--- src/rtl/lsu_ctrl.sv ---
// lsu_ctrl: load/store unit controller.
// Decodes a RISC-V style load/store, checks legality and alignment, issues a
// single memory request, and either converts the returned word into a
// sign/zero-extended load result or finishes on acknowledge/timeout.
//
// Ports
//   clk, rst_n              clock, asynchronous active-low reset
//   start, ir, addr, wdata  request: instruction, byte address, store data
//   busy, done, err, rdata  status: busy outside IDLE, done pulse, error, load data
//   mem_req, mem_we, mem_addr, mem_be, mem_wdata   registered memory request
//   mem_rdata, mem_ack      memory response (ack is a single-cycle pulse)
module lsu_ctrl #(
    parameter logic [7:0] TIMEOUT = 8'd255
) (
    input  logic        clk,
    input  logic        rst_n,
    input  logic        start,
    input  logic [31:0] ir,
    input  logic [31:0] addr,
    input  logic [31:0] wdata,
    output logic        busy,
    output logic        done,
    output logic        err,
    output logic [31:0] rdata,
    output logic        mem_req,
    output logic        mem_we,
    output logic [31:0] mem_addr,
    output logic [3:0]  mem_be,
    output logic [31:0] mem_wdata,
    input  logic [31:0] mem_rdata,
    input  logic        mem_ack
);

    localparam logic [6:0] OP_LOAD  = 7'b0000011;
    localparam logic [6:0] OP_STORE = 7'b0100011;

    typedef enum logic [1:0] {IDLE, ACCESS, FIN} state_t;

    state_t      state_q, state_d;
    logic [7:0]  cnt_q, cnt_d;
    logic        mem_req_q, mem_req_d;
    logic        mem_we_q, mem_we_d;
    logic [31:0] mem_addr_q, mem_addr_d;
    logic [3:0]  mem_be_q, mem_be_d;
    logic [31:0] mem_wdata_q, mem_wdata_d;
    logic        err_q, err_d;
    logic [31:0] rdata_q, rdata_d;
    // Load format and byte offset, kept for the conversion at acknowledge time.
    logic [2:0]  f3_q, f3_d;
    logic [1:0]  off_q, off_d;

    // Only opcode and funct3 participate in decode.
    logic unused_ir;
    assign unused_ir = ^{ir[31:15], ir[11:7]};

    // ---------------- Decode of the incoming request ----------------
    logic [2:0]  f3;
    logic        is_load, is_store, legal, misaligned;
    logic [3:0]  st_be;
    logic [31:0] st_data;

    assign f3 = ir[14:12];

    always_comb begin
        is_load  = 1'b0;
        is_store = 1'b0;
        if (ir[6:0] == OP_LOAD)
            is_load = (f3 == 3'b000) || (f3 == 3'b001) || (f3 == 3'b010) ||
                      (f3 == 3'b100) || (f3 == 3'b101);
        if (ir[6:0] == OP_STORE)
            is_store = (f3 == 3'b000) || (f3 == 3'b001) || (f3 == 3'b010);
    end

    assign legal      = is_load | is_store;
    // f3[1:0] encodes the access size for both loads and stores.
    assign misaligned = ((f3[1:0] == 2'b01) && addr[0]) ||
                        ((f3[1:0] == 2'b10) && (addr[1:0] != 2'b00));

    always_comb begin
        st_be   = 4'hF;
        st_data = wdata;
        if (is_store) begin
            case (f3[1:0])
                2'b00: begin
                    st_be   = 4'b0001 << addr[1:0];
                    st_data = {4{wdata[7:0]}};
                end
                2'b01: begin
                    st_be   = 4'b0011 << addr[1:0];
                    st_data = {2{wdata[15:0]}};
                end
                default: begin
                    st_be   = 4'hF;
                    st_data = wdata;
                end
            endcase
        end
    end

    // ---------------- Load result conversion ----------------
    logic [31:0] lane;
    logic [31:0] ld_val;

    assign lane = mem_rdata >> {off_q, 3'b000};

    always_comb begin
        case (f3_q)
            3'b000:  ld_val = {{24{lane[7]}}, lane[7:0]};
            3'b001:  ld_val = {{16{lane[15]}}, lane[15:0]};
            3'b100:  ld_val = {24'd0, lane[7:0]};
            3'b101:  ld_val = {16'd0, lane[15:0]};
            default: ld_val = mem_rdata;
        endcase
    end

    // ---------------- FSM next state ----------------
    always_comb begin
        state_d     = state_q;
        cnt_d       = cnt_q;
        mem_req_d   = mem_req_q;
        mem_we_d    = mem_we_q;
        mem_addr_d  = mem_addr_q;
        mem_be_d    = mem_be_q;
        mem_wdata_d = mem_wdata_q;
        err_d       = err_q;
        rdata_d     = rdata_q;
        f3_d        = f3_q;
        off_d       = off_q;
        case (state_q)
            IDLE: begin
                if (start) begin
                    if (legal && !misaligned) begin
                        state_d     = ACCESS;
                        cnt_d       = 8'd0;
                        mem_req_d   = 1'b1;
                        mem_we_d    = is_store;
                        mem_addr_d  = {addr[31:2], 2'b00};
                        mem_be_d    = st_be;
                        mem_wdata_d = st_data;
                        f3_d        = f3;
                        off_d       = addr[1:0];
                        err_d       = 1'b0;
                    end else begin
                        // Rejected without touching memory or rdata.
                        state_d = FIN;
                        err_d   = 1'b1;
                    end
                end
            end
            ACCESS: begin
                // Acknowledge wins over a timeout in the same cycle.
                if (mem_ack) begin
                    state_d   = FIN;
                    mem_req_d = 1'b0;
                    err_d     = 1'b0;
                    if (!mem_we_q)
                        rdata_d = ld_val;
                end else if (cnt_q == TIMEOUT) begin
                    state_d   = FIN;
                    mem_req_d = 1'b0;
                    err_d     = 1'b1;
                end else begin
                    cnt_d = cnt_q + 8'd1;
                end
            end
            FIN:     state_d = IDLE;
            default: state_d = IDLE;
        endcase
    end

    always_ff @(posedge clk or negedge rst_n) begin
        if (!rst_n) begin
            state_q     <= IDLE;
            cnt_q       <= 8'd0;
            mem_req_q   <= 1'b0;
            mem_we_q    <= 1'b0;
            mem_addr_q  <= 32'd0;
            mem_be_q    <= 4'd0;
            mem_wdata_q <= 32'd0;
            err_q       <= 1'b0;
            rdata_q     <= 32'd0;
            f3_q        <= 3'd0;
            off_q       <= 2'd0;
        end else begin
            state_q     <= state_d;
            cnt_q       <= cnt_d;
            mem_req_q   <= mem_req_d;
            mem_we_q    <= mem_we_d;
            mem_addr_q  <= mem_addr_d;
            mem_be_q    <= mem_be_d;
            mem_wdata_q <= mem_wdata_d;
            err_q       <= err_d;
            rdata_q     <= rdata_d;
            f3_q        <= f3_d;
            off_q       <= off_d;
        end
    end

    assign busy      = (state_q != IDLE);
    assign done      = (state_q == FIN);
    assign err       = err_q;
    assign rdata     = rdata_q;
    assign mem_req   = mem_req_q;
    assign mem_we    = mem_we_q;
    assign mem_addr  = mem_addr_q;
    assign mem_be    = mem_be_q;
    assign mem_wdata = mem_wdata_q;

endmodule

--- config.mk ---
export PLATFORM = sky130hd
export DESIGN_NAME = lsu_ctrl
export DESIGN_NICKNAME = d
export VERILOG_FILES = /design/src/rtl/lsu_ctrl.sv
export SDC_FILE = /design/constraint.sdc
export NUM_CORES = 1
export LEC_CHECK = 0
export ABC_CLOCK_PERIOD_IN_PS = 2310
export CAP_MARGIN = 20
export CORE_MARGIN = 2
export CORE_UTILIZATION = 40
export CTS_CLUSTER_SIZE = 10
export DETAILED_ROUTE_END_ITERATION = 8
export GPL_TIMING_DRIVEN = 1
export PLACE_DENSITY_LB_ADDON = 0.1
export SLEW_MARGIN = 0
export SYNTH_ARGS = -nofsm -noshare
export SYNTH_HDL_FRONTEND = slang
export SYNTH_SLANG_ARGS = --single-unit
--- constraint.sdc ---
create_clock -name clk -period 2.31 [get_ports clk]
set_input_delay 0.231 -clock clk [delete_from_list [all_inputs] [get_ports clk]]
set_output_delay 0.231 -clock clk [all_outputs]
set_load 0.05 [all_outputs]
After elaboration in Yosys (flattened, before gate mapping). Index checks and enable logic that the tools add are counted.

Register bits: 116. Input bits: 132. Output and inout port bits: 105.

Equal/unequal tests: 19. Bitwise gates (word level): 2. Reductions and logical operators: 22. Shifts and indexed selects: 3. Muxes and demuxes: 27. Add/subtract/negate cells: 1.

Operators by type and width (count): $pmux 32 s4 (1); $pmux 32 s2 (1); $mux 32 (1); $mux 8 (4); $shr 32x5->16 (1); $pmux 8 s2 (1); $eq 3x3->1 const B (4); $mux 1 (10); $reduce_and 3->1 (3); $add 8x1->8 const B (1); $eq 8x8->1 const B (1); $mux 2 (4); $ne 2x2->1 const B (4); $pmux 4 s2 (1); $eq 7x2->1 const B (1); $eq 7x6->1 const B (1); $eq 3x1->1 const B (2); $logic_not 3->1 (2); $reduce_bool 2->1 (3); $logic_or 1x1->1 (5); $reduce_and 5->1 (1); $eq 2x1->1 const B (2); $eq 2x2->1 const B (2); $logic_not 2->1 (2); other kinds (13) (16).

Longest topological paths before layout. Gate-level depths: netlist of run 1.

Depth in word-level cells: 11. Gate-level depth with buffers: 8. Depth with buffers taken out: 6.

Least setup slack after synthesis of run 1. OpenSTA, ideal clock, no wires.

Kind: reg-to-reg. From: register cnt_q[0]. To: register cnt_q[7]. Period minus slack after synthesis: 2.079 ns. Stages on the path, launching flop included: 7. Setup slack: 0.231 ns. Required time: 2.232 ns. Data arrival time: 2.001 ns. Setup time: 0.078 ns. Path through: dfrtp_1 -> ha_1 -> and4_4 -> a2111oi_4 -> nand4_2 -> or4_1 -> a21oi_1.

Longest elaborated chain between the ends: 4. Elaborated cells between the ends (all ways): 7. Classes of those cells: add/sub: 1; eq/ne: 2; mux: 3; reduce/logical: 1.

Ends and longest elaborated chain: start, declared (RTL line 40) `logic [7:0] cnt_q, cnt_d;`; start signal, assigned (RTL line 186) `cnt_q <= cnt_d;`; $add 8x1->8 (RTL line 163) `cnt_d = cnt_q + 8'd1;`; $mux 8 (RTL line 158) `end else if (cnt_q == TIMEOUT) begin`; $mux 8 (RTL line 152) `if (mem_ack) begin`; $pmux 8 s2 (RTL line 129) `case (state_q)`.

Parallel ways exist; a longest one is shown, timed or not. The select of a mux whose other input is x is not followed. A chain may end at the register's enable or synchronous reset.

Worst setup path after layout of run 1.
From: register cnt_q[0]. To: register cnt_q[3].

The elaborated chain is that of the path after synthesis.

==> results of run 1 <==
-- synth_stat cells (3+ instances only) --
| cell type | instances |
|---|---|
| nand2_1 | 208 |
| dfrtp_1 | 116 |
| nor2_1 | 40 |
| a21oi_1 | 37 |
| o21ai_1 | 32 |
| mux2i_1 | 29 |
| clkbuf_1 | 23 |
| o21ai_0 | 18 |
| buf_1 | 9 |
| o211ai_1 | 9 |
| a22oi_1 | 8 |
| o22ai_1 | 7 |
| a31oi_1 | 6 |
| buf_2 | 5 |
| nor2b_1 | 5 |
| or3_1 | 4 |
| and2_1 | 3 |
| inv_1 | 3 |
| nand3_1 | 3 |
| nand4_1 | 3 |
-- cell usage in the layout, fill, tap and decap left out, types with 4 or more instances in the layout --
master | Yosys | routed
a31oi_1 | 6 | 6
clkbuf_8 | 0 | 4
clkbuf_16 | 0 | 17
mux2i_1 | 29 | 29
clkdlybuf4s50_1 | 0 | 211
o211ai_1 | 9 | 9
nand2_1 | 208 | 208
a22oi_1 | 8 | 8
o22ai_1 | 7 | 7
o21ai_1 | 32 | 32
o21ai_0 | 18 | 18
nor2_1 | 40 | 40
or3_1 | 4 | 4
nor2b_1 | 5 | 5
a21oi_1 | 37 | 37
dfrtp_1 | 116 | 116
buf_4 | 2 | 25
-- state kept, by name, indices dropped and copies added (netlist names) --
| register | flops |
|---|---|
| mem_req | 1 |
| rdata | 32 |
| err | 1 |
| mem_be | 4 |
| off_q | 2 |
| mem_addr | 30 |
| state_q | 2 |
| f3_q | 3 |
| cnt_q | 8 |
| mem_we | 1 |
| mem_wdata | 32 |
-- power groups by stage --
| stage | registers (µW) | clock network [µW] | logic, µW |
|---|---|---|---|
| 6_report | 2710 | 2530 | 3410 |
| 5_1_grt | 2770 | 2670 | 3600 |
| 4_1_cts | 2720 | 2560 | 3430 |
| 3_5_place_dp | 2750 | 0 | 3410 |
| 3_3_place_gp | 2730 | 0 | 3370 |
| 2_1_floorplan | 3990 | 0 | 836 |
-- path summary, 6_finish.rpt --
check                               from            end  slack [ps]  cells after the start
hold reg to reg            mem_wdata[13]  mem_wdata[13]         460                      2
hold / removal                     rst_n       cnt_q[1]         330                      2
setup / recovery                cnt_q[0]       cnt_q[3]          90                      7
setup reg to reg                cnt_q[0]       cnt_q[3]          90                      7
min in group clk                 addr[8]    mem_addr[8]         340                      3
max in group asynchronous          rst_n            err        1260                      3
-- logic make-up (layout without fill, tap and decap cells) --
group / Yosys count / in the layout / share of synthesized area, %
and+or+nand+nor: 282 / 282 / 21.83
buffers and inverters: 44 / 273 / 3.489
AOI/OAI and AO/OA: 127 / 127 / 13.98
muxes: 32 / 32 / 6.066
other: 1 / 2 / 0.07019
DFF: 116 / 116 / 54.33
adders and majority gates: 1 / 1 / 0.2342
-- repair_timing --
item	CTS	global route
hold endpoints to repair	37	0
hold buffers	1	0
endpoints found under the setup margin	0	1
setup buffers	0	2
-- metrics by stage --
step                total power (µW)  setup slack, ps  hold WS [ps]  std cells  cell area (µm²)
CTS                             8705            93.09         327.0       1007             8323
detailed placement              6159            41.74         237.9        977             7746
floorplan                       4824            230.9        -64.59        604             5346
global route                    9038            11.33         346.1       1009             8338
finish                          8648            89.14         327.3       1009             8338
global placement                6098            93.61         228.5        977             7746
-- per-layer routing --
metal	vias up	wire (µm)
met2	172	7539
met4	0	465
li1	2472	-
met1	2417	6422
met5	-	0
met3	34	1296
-- worst max-delay path: stages (launching register included) --
cell,delay (ps)
dfrtp_1,420
ha_1,250
and4_4,200
a2111oi_4,440
nand4_2,130
buf_4,180
or3_1,330
a21oi_1,170
-- layout make-up --
cell class | count | area [µm²] | area share [%]
clock buffer | 24 | 491.7 | 5.897
clock inverter | 5 | 75.07 | 0.9004
inverter | 4 | 15.01 | 0.1801
multi-input combinational | 444 | 2263 | 27.15
sequential | 116 | 2903 | 34.81
tap | 176 | 220.2 | 2.641
timing repair buffer | 240 | 2370 | 28.42
==> impl_metrics.ini, run 1 <==
[placed_design]
io_buffers = 212
place.gp.congestion = 0.8278
hpwl_um = 11630

[run_status]
status = complete, no violations

[clock_tree]
cts_root_buf = clkbuf_16
clockBufferDepth = 2
tritoncts = yes
clock_latency_ps = 420
clock_sinks = 116
clk_pin_slew_ps = 50
cts_max_level = 4
cts_resized = 0
cts_buffers = 17

[timing]
rsz0062_at_grt = false
fin_crit_sh_pct = 96.14
timing.fmax_ghz = 0.4503
hold_viol = 0
finalSetupViolCount = 0
setup-tns-final_ps = 0
tightest_slew_ps = 567.6
clock_skew_ps = 10.76
maxSlewHeadroom_pct = 62.04
period_minus_slack_ps = 2221
slew_violations = 0

[synthesis]
yosys_register_bits = 116
synthesis.area_um2 = 5343
yosysSeqAreaShare_pct = 54.33
synth_area_leaders = dfrtp_1 (54%), nand2_1 (15%), mux2i_1 (5.4%)
yosysTopAreaCell = dfrtp_1
synth_top_area_share_pct = 54.33
yosys_warnings = 0
synthFlopType = dfrtp_1
synthCells = 603
synth-edff-count = 0
synth_cell_types = 47
syn_avg_cell_area_um2 = 8.860
synthArstFlopShare_pct = 100.0

[grt]
grt_pass1_vias = 5093
grt_antenna_before_repair = 0
track_usage_pct = 22.81
use_met2_pct = 35.54
grt_use_met3_pct = 8.555
gr-max-usage-layer = met2
grt_pass1_wl_um = 25320
grt_max_degree = 57
grt_overflow_total = 0
met1_usage_pct = 28.07

[cells_and_area]
drive_gt1_share_pct = 7.443
nFillCells = 1126
syn_to_final_growth_pct = 56.07
n_antenna_cell = 0
fin_nets = 956
post-route-util_pct = 63.47

[power_and_ir_drop]
clkPwrFrac_pct = 29.2
power.switching_uw = 3319
p_int_uw = 5329
powerDensity_nw_per_um2 = 1037
pwr-share-comb_pct = 39.4
pwr-share-seq_pct = 31.4
swShare_pct = 38.37
ir_drop_mv = 0.4707
p_leak_uw = 0.003723

[floorplan]
die_h_um = 119.6
coreArea_um2 = 13140
dieArea_um2 = 14300
dieWidth_um = 119.6
ios = 237
initial_core_util_pct = 40.67
rows = 42

[detailed_routing]
ant_nets = 0
viasPerCell = 5.050
drc = 0
vias = 5095
drt-wirelength-per-cell_um = 15.58
drtIter0Drc = 321
totalWireLength_um = 15720
first_pass_iters = 4

[worst_hold_path]
hold_path.class = in2async

[worst_setup_path]
required_ps = 2640
path_max_fanout = 4
critPathLaunchType = flip-flop
path_class = reg2reg
cp.arrival_ps = 2550
crit_path_end_kind = flip-flop

[job]
max-cap-violations = 0
Note: power is estimated with default switching activity, not from simulation.
==> inputs of run 2 (changes only) <==
--- a/config.mk
+++ b/config.mk
@@ -8,7 +8,7 @@
 export ABC_CLOCK_PERIOD_IN_PS = 2310
 export CAP_MARGIN = 20
 export CORE_MARGIN = 2
-export CORE_UTILIZATION = 40
+export CORE_UTILIZATION = 42
 export CTS_CLUSTER_SIZE = 10
 export DETAILED_ROUTE_END_ITERATION = 8
 export GPL_TIMING_DRIVEN = 1
==> run 2 against run 1 <==
  * Non-clock buffer count increased by 2
  * Maximum frequency grew 1.5%
  * Wire length up 2.3%
  * Core utilization grew 3.6 points
  * Register-to-register slack improved by 60 ps
  * Clock skew down 2.6 ps
  * Highest routed layer unchanged
  * Global-route usage grew 1.8 points
  * Die area is 4.6% lower
  * Clock power rose by 6%
  * Sequential share of layout area decreased by 0.25 points
  * Setup slack better by 32 ps
==> impl_metrics.ini, run 2 (same netlist as run 1, synthesis figures left out) <==
[run_status]
status = complete, no violations

[floorplan]
dieWidth_um = 116.8
dieArea_um2 = 13640
initial_core_util_pct = 42.68
coreArea_um2 = 12520
die_h_um = 116.8
rows = 41
ios = 237

[timing]
hold_viol = 0
rsz0062_at_grt = false
setup-tns-final_ps = 0
finalSetupViolCount = 0
finalWorstSetupSlack_ps = 121.5
slew_violations = 0
clock_skew_ps = 8.201
timing.fmax_ghz = 0.4569
tightest_slew_ps = 677.2
period_minus_slack_ps = 2188
fin_crit_sh_pct = 94.74
maxSlewHeadroom_pct = 54.85

[worst_setup_path]
path_cells = nor2_1 -> inv_1 -> clkdlybuf4s50_1
path_max_fanout = 9
critPathLaunchType = flip-flop
max_stage_delay_ps = 820
required_ps = 2080
cp.arrival_ps = 1960
crit_slowest_cell = clkdlybuf4s50_1
crit_path_end_kind = output port
path_class = reg2out

[detailed_routing]
first_pass_iters = 4
totalWireLength_um = 16080
drtIter0Drc = 383
ant_nets = 0
drt-wirelength-per-cell_um = 15.94
viasPerCell = 5.049
drc = 0
vias = 5094

[cells_and_area]
fin_nets = 958
syn_to_final_growth_pct = 57.21
n_antenna_cell = 0
post-route-util_pct = 67.10
final_common_cell = clkdlybuf4s50_1
mostFrequentLayoutCells = clkdlybuf4s50_1 (211), nand2_1 (208), dfrtp_1 (116)
nFillCells = 1070
drive_gt1_share_pct = 8.244

[placed_design]
io_buffers = 212
place_ws_ps = 1.545
hpwl_um = 11550
place.gp.congestion = 0.8881

[job]
max-cap-violations = 0

[power_and_ir_drop]
powerDensity_nw_per_um2 = 1050
ir_drop_mv = 0.5600
p_leak_uw = 0.003750

[clock_tree]
cts_max_level = 4
clock_sinks = 116
clock_latency_ps = 420
clockBufferDepth = 2
cts_root_buf = clkbuf_16
clk_pin_slew_ps = 60
tritoncts = yes
cts_buffers = 17

[grt]
grt_pass1_vias = 5152
grt_pass1_wl_um = 25480
grt_max_degree = 69
track_usage_pct = 24.61
grt_overflow_total = 0
grt_antenna_before_repair = 0

[worst_hold_path]
hold_path.class = in2reg
run 2: final timing paths:
path | startpoint | end | slack (ps) | cells past startpoint
worst max-delay path | state_q[0] | busy | 120 | 3
worst min-delay path | addr[13] | mem_addr[13] | 340 | 3
worst max register to register | cnt_q[0] | cnt_q[7] | 150 | 6
worst min register to register | mem_wdata[13] | mem_wdata[13] | 470 | 2
max in group asynchronous | rst_n | rdata[22] | 1200 | 3
min in group asynchronous | rst_n | mem_addr[28] | 390 | 2
run 2: repair_timing:
action	4_1_cts	5_1_grt
buffers inserted	0	2
endpoints found under the setup margin	0	1
hold endpoints to repair	49	0
hold buffers	1	0
gates resized for setup	0	0
run 2: layout make-up:
class	count	area [µm²]	share of cell area, %
sequential	116	2903	34.56
timing repair buffer	242	2397	28.54
multi-input combinational	444	2263	26.95
clock buffer	23	508.0	6.048
tap	172	215.2	2.562
clock inverter	8	97.59	1.162
inverter	4	15.01	0.1788
run 2: worst max-delay path, delay by kind of cell (launching register included):
family / cells / cell delay [ps]
AND/OR/NAND/NOR: 1 / 130
flip-flops: 1 / 490
buffers and inverters: 2 / 920
run 2: layer usage:
metal / up-vias / wire length, µm / track usage (%)
met5: - / 0 / 0
met4: 0 / 314 / 8.627
met3: 27 / 1304 / 10.71
met2: 174 / 7850 / 40.23
met1: 2417 / 6613 / 29.15
li1: 2476 / - / -
run 2: power breakdown:
| group | leakage, µW | switching [µW] | total [µW] | internal [µW] |
|---|---|---|---|---|
| Clock | 0.000293 | 922 | 2670 | 1740 |
| Combinational | 0.00194 | 2200 | 3420 | 1220 |
| Sequential | 0.00152 | 275 | 2720 | 2450 |
| Total | 0.00375 | 3400 | 8820 | 5410 |
run 2: stage by stage:
stage / hold WS (ps) / instances / cell area (µm²) / power [µW]
6_report: 336.0 / 1009 / 8399 / 8816
3_3_place_gp: 309.8 / 975 / 7769 / 6104
4_1_cts: 321.0 / 1007 / 8384 / 8883
2_1_floorplan: -64.59 / 604 / 5346 / 4824
3_5_place_dp: 313.4 / 975 / 7769 / 6183
5_1_grt: 328.2 / 1009 / 8399 / 9225
